--- src/rtl/vslc_servo_bank.sv ---
// Bank of NCH servo PWM channels sharing one prescaled frame counter.
// Writes land in shadow registers; active registers reload at the frame wrap.
module vslc_servo_bank #(
  parameter int NCH          = 4,
  parameter int CLK_DIV      = 0,
  parameter int PERIOD_TICKS = 20000,
  parameter int MIN_TICKS    = 1000,
  parameter int POS_W        = 8,
  parameter int SCALE        = 4
) (
  input  logic             clk,
  input  logic             rst_n,
  input  logic             wr_en,
  input  logic [2:0]       wr_ch,
  input  logic [POS_W-1:0] wr_pos,
  input  logic             wr_ena,
  output logic [NCH-1:0]   servo_out,
  output logic             frame_start,
  output logic             tick
);

  localparam int FCW = $clog2(PERIOD_TICKS);
  localparam int PSW = (CLK_DIV > 0) ? $clog2(CLK_DIV + 1) : 1;
  localparam logic [PSW-1:0] PS_LAST = PSW'(CLK_DIV);
  localparam logic [FCW-1:0] FC_LAST = FCW'(PERIOD_TICKS - 1);

  if (MIN_TICKS + ((1 << POS_W) - 1) * SCALE >= PERIOD_TICKS) begin : g_bad_range
    $error("vslc_servo_bank: widest pulse does not fit in the frame");
  end
  if (NCH < 1 || NCH > 8) begin : g_bad_nch
    $error("vslc_servo_bank: NCH must be 1..8");
  end

  logic [PSW-1:0]   psc_q, psc_d;
  logic [FCW-1:0]   fc_q, fc_d;
  logic             tick_q;
  logic             ps_wrap, fc_wrap;
  logic [NCH-1:0]   sh_ena_q, ac_ena_q;
  logic [POS_W-1:0] sh_pos_q [NCH];
  logic [POS_W-1:0] ac_pos_q [NCH];
  logic [FCW-1:0]   width    [NCH];
  logic [NCH-1:0]   servo_q, servo_d;

  assign ps_wrap = (psc_q == PS_LAST);
  assign fc_wrap = ps_wrap && (fc_q == FC_LAST);
  assign psc_d   = ps_wrap ? '0 : psc_q + 1'b1;
  assign fc_d    = fc_wrap ? '0 : (ps_wrap ? fc_q + 1'b1 : fc_q);

  always_comb begin
    servo_d = '0;
    for (int i = 0; i < NCH; i++) begin
      width[i]   = FCW'(MIN_TICKS) + FCW'(ac_pos_q[i]) * FCW'(SCALE);
      servo_d[i] = ac_ena_q[i] && (fc_q < width[i]);
    end
  end

  always_ff @(posedge clk or negedge rst_n) begin
    if (!rst_n) begin
      psc_q    <= '0;
      fc_q     <= '0;
      tick_q   <= 1'b0;
      servo_q  <= '0;
      sh_ena_q <= '0;
      ac_ena_q <= '0;
      for (int i = 0; i < NCH; i++) begin
        sh_pos_q[i] <= '0;
        ac_pos_q[i] <= '0;
      end
    end else begin
      psc_q   <= psc_d;
      fc_q    <= fc_d;
      tick_q  <= ps_wrap;
      servo_q <= servo_d;
      // active takes the pre-write shadow when a write hits the wrap edge
      for (int i = 0; i < NCH; i++) begin
        if (fc_wrap) begin
          ac_ena_q[i] <= sh_ena_q[i];
          ac_pos_q[i] <= sh_pos_q[i];
        end
        if (wr_en && (wr_ch == 3'(i))) begin
          sh_ena_q[i] <= wr_ena;
          sh_pos_q[i] <= wr_pos;
        end
      end
    end
  end

  assign servo_out   = servo_q;
  assign tick        = tick_q;
  assign frame_start = fc_wrap;

endmodule
--- config.mk ---
export PLATFORM = sky130hd
export DESIGN_NAME = vslc_servo_bank
export DESIGN_NICKNAME = d
export VERILOG_FILES = /design/src/rtl/vslc_servo_bank.sv
export SDC_FILE = /design/constraint.sdc
export NUM_CORES = 1
export LEC_CHECK = 0
export CELL_PAD_IN_SITES_DETAIL_PLACEMENT = 0
export CELL_PAD_IN_SITES_GLOBAL_PLACEMENT = 1
export CORE_MARGIN = 1
export CORE_UTILIZATION = 35
export CTS_BUF_LIST = sky130_fd_sc_hd__clkbuf_4
export CTS_CLUSTER_SIZE = 30
export DETAILED_ROUTE_END_ITERATION = 8
export PLACE_DENSITY = 0.63
export SLEW_MARGIN = 20
export SYNTH_ARGS = -nofsm -noshare
export SYNTH_HDL_FRONTEND = slang
export SYNTH_SLANG_ARGS = --single-unit
--- constraint.sdc ---
create_clock -name clk -period 4.98 [get_ports clk]
set_clock_uncertainty 0.15 [all_clocks]
set_input_delay 0.747 -clock clk [delete_from_list [all_inputs] [get_ports clk]]
set_output_delay 0.747 -clock clk [all_outputs]
set_load 0.01 [all_outputs]
# After elaboration in Yosys (flattened, before gate mapping)
# Index checks and enable logic that the tools add are counted.
# totals
word_cells	46
out_inout_bits	6
inputBits	15
reg_bits	93
# classes
n_eq_ne	5
n_reduce_logical	10
n_bitwise	1
n_addsub	6
n_mux	3
order_cmp	4
# op_table
op	n
15-bit by 11-bit less-than comparator with 1-bit output	4
10-bit by 10-bit adder with 11-bit output (first input constant)	4
15-bit two-way mux	2
15-bit by 1-bit adder with 15-bit output (second input constant)	1
15-bit equality test (second input constant)	1
1-bit logical AND	9
3-bit by 2-bit equality test with 1-bit output (second input constant)	2
3-bit by 1-bit equality test with 1-bit output (second input constant)	1
3-bit zero test	1
2-bit by 1-bit inequality test with 1-bit output (second input constant)	1
1-bit adder (second input constant)	1
1-bit two-way mux	1
1-bit NOT	1

# Logic depth before layout (Yosys ltp)
# depth
word_depth	3
depth_mapped	8
depth_no_buf	8

# Least setup slack after synthesis
# Ideal clock, no wire load.
# synth_timing
kind	register to output
start	reg fc_q[5]
end	out frame_start
n_path_buf	0
stages_incl_launch_ff	3
required_time_ps	4083
setup_slack_ps	2680
t_arrival_ps	1403
cell_sequence	dfrtp_1 -> or4bb_1 -> nor4_1
# synth_via
elab_chain_cells	2
# synth_rtl
item	line_no	rtl
start: declaration	35	logic [FCW-1:0] fc_q, fc_d;
start signal: assignment	60	fc_q <= '0;
start signal: assignment	71	fc_q <= fc_d;
15-bit equality test	45	assign fc_wrap = ps_wrap && (fc_q == FC_LAST);
1-bit logical AND	45	
end: declaration	18	output logic frame_start,
# No other way between the ends.

# Worst setup path in the final report
# Ends and elaborated chain as after synthesis.

==> metrics <==
number of DRC markers after the initial detailed-route iteration between 150 and 200; DRC violations left 0; overall die area 0.01374 sq mm; RSZ-0062 raised after global routing false; category of the critical setup timing path reg -> out; Final ANT Viol Nets 0; Placement Rows 41; clock tree from TritonCTS done; Routability Congestion just over 0.8; wirelength, routed 10,230 um; Max Clock Freq 0.2972 GHz; H-Tree Depth 3; slowest cell on the critical path or4bb_1; utilization after layout between 40% and 50%; Largest delay share family, worst path simple AND/OR/NAND/NOR gates; Critical Path AT roughly 2.5 ns; Via density around 4.9; Root Buffer Master clkbuf_4; transition time at the pin with the least slew margin around 0.73 ns; number of enable-type register cells in the synthesized netlist 0; worst skew pair latency roughly 0.46 ns; Cell Area, Synth between 0.004 and 0.005 sq mm; maximum fanout along the worst path 11; most frequent standard cell in the layout excluding fill and tap cells nand2_1; post-route clock period utilization ~68%; initial antenna violation count 1; leakage dissipation between 0.002 and 0.003 uW; CP Cell Sequence or4bb_1 > nor4_1 > clkdlybuf4s50_1; Worst slew margin just over 50%; fill count 1,259; total power ~1400 uW; via count of the first global-routing pass between 3,000 and 4,000; number of iterations in the first detailed-routing pass 4; nature of the critical path endpoint output pin; max-slew violations 0; maxcap violations 0; average routed wire per standard cell around 16 um; die width 117.2 um; worst ir drop on vdd about 110 uV; Die Height 117.2 um; Setup TNS Final 0 ns; final net count approximately 500; worst slack at placement just under 2 ns; net count after synthesis around 500; port buffer count 20; Post-CTS Hold Buffers 0; proportion of synthesized chip area in sequential cells about half; IO Count 21; area inside the core boundary ~0.013 sq mm; worst setup margin between 1.5 and 2 ns; maximum number of pins on one net before global-route repair 56; share of synthesized flip-flops with an asynchronous set or reset 100.0%; area occupied by registers ~0.0023 sq mm; area of the multi-input gates roughly 0.0023 sq mm; Cells after Synth approximately 440; proportion of layout cells with a drive suffix above 1 12.93%; total number of vias between 3,000 and 4,000; path class of the lowest-slack min-delay path in -> async; CP Buf/Inv Count 1; worst stage delay on the critical path approximately 0.64 ns; synthesis-to-layout area growth 12.36%; first-pass GRT wire length around 17,000 um; most used cells in the layout excluding fill and tap cells 118 x nand2_1, 92 x dfrtp_1, 37 x ha_1; category of the worst setup path launch point flip-flop; areal power density over the cells 274.0 mW/mm^2; clock-pin slew on the worst setup and hold paths 0.14 ns; Yosys Warn Count 0; final setup vio count 0; post-CTS sizing 0; synthesized flop and latch total ~90; GRT Overall Usage 17.00%; mean instance size in the synthesized netlist 10.63 sq um; Max clock buf depth 2; initial standard-cell utilization of the core 36.37%; Cell variety after synth 36; setup bufs post-CTS 0; number of clock sinks 92; Data required, critical path between 4 and 5 ns; Final Hold Vio Count 0; fin crit period about 3.4 ns; HPWL reported at the end of detailed placement between 7000 and 8000 um; outcome complete, no violations; global route total overflow 0; TritonCTS buffer count 9; most instantiated flip-flop cell in the synthesis netlist dfrtp_1
power breakdown:
group	internal [uW]	switching, uW	total, uW	leakage [uW]
Sequential	811	36.1	847	0.00120
Clock	206	272	479	0.0000846
Combinational	62.9	41.7	105	0.00125
Total	1080	350	1430	0.00253
cells in the mapped netlist, types with 5 or more instances:
cell | count | area share (%)
a21oi_1 | 15 | 1.6
a2111oi_0 | 5 | 0.94
xor2_1 | 10 | 1.9
o21ai_0 | 7 | 0.75
and4_1 | 8 | 1.5
mux2_2 | 36 | 8.7
dfrtp_1 | 92 | 50
xnor2_1 | 21 | 4.0
nor3_1 | 7 | 0.75
nand2_1 | 118 | 9.5
ha_1 | 37 | 10
inv_1 | 8 | 0.65
nor2_1 | 7 | 0.57
nand3_1 | 14 | 1.5
nand4_1 | 5 | 0.67
stage by stage:
| step | instances | cell area, sq um | hold WS [ns] |
|---|---|---|---|
| 3_3_place_gp | 620 | 5026 | 0.2912 |
| 4_1_cts | 636 | 5191 | 0.1699 |
| 3_5_place_dp | 620 | 5026 | 0.3000 |
| 6_report | 637 | 5220 | 0.1751 |
| 2_1_floorplan | 437 | 4646 | 0.2745 |
| 5_1_grt | 637 | 5220 | 0.2021 |
path summary, 6_finish.rpt:
check                             startpoint      endpoint  slack (ns)  cells after the start
worst max register to register  ac_pos_q[29]  servo_out[0]        2.29                      7
worst max-delay path                 fc_q[5]   frame_start        1.61                      3
max in group asynchronous              rst_n   sh_pos_q[9]        3.56                      2
min in group clk                     fc_q[0]       fc_q[0]        0.31                      1
worst min-delay path                   rst_n  ac_pos_q[15]        0.18                      1
worst min register to register       fc_q[0]       fc_q[0]        0.31                      1
logic make-up after synthesis:
| logic type | share of synthesized area (%) |
|---|---|
| AO/OA/AOI/OAI | 4.659 |
| XOR/XNOR | 5.844 |
| AND/OR/NAND/NOR | 19.04 |
| flip-flops | 49.56 |
| adder cells (fa/ha/maj) | 9.965 |
| buffers and inverters | 2.128 |
| other | 0.08072 |
| multiplexers | 8.726 |
sequential cells by signal, indices dropped and copies added (netlist names):
name,cells
ac_pos_q,32
sh_pos_q,32
sh_ena_q,4
servo_out,4
fc_q,15
ac_ena_q,4
tick,1
routing by layer:
metal | GRT usage, % | vias to the layer above | share of wire (%)
li1 | - | 1576 | -
met1 | 23.86 | 1526 | 51
met2 | 26.16 | 36 | 45
met3 | 2.626 | 14 | 2.3
met4 | 7.004 | 0 | 1.9
met5 | 0 | - | 0
area by class of cell:
class	instances	share of cell area [%]
flip-flops and latches	92	44.10
multi-input cells	326	43.91
well taps	172	4.123
repair buffers	22	4.075
clock inverters	7	1.870
clock buffers	9	1.294
inverters	8	0.5753
diodes	1	0.04794
Power figures use the tool's default switching activity.
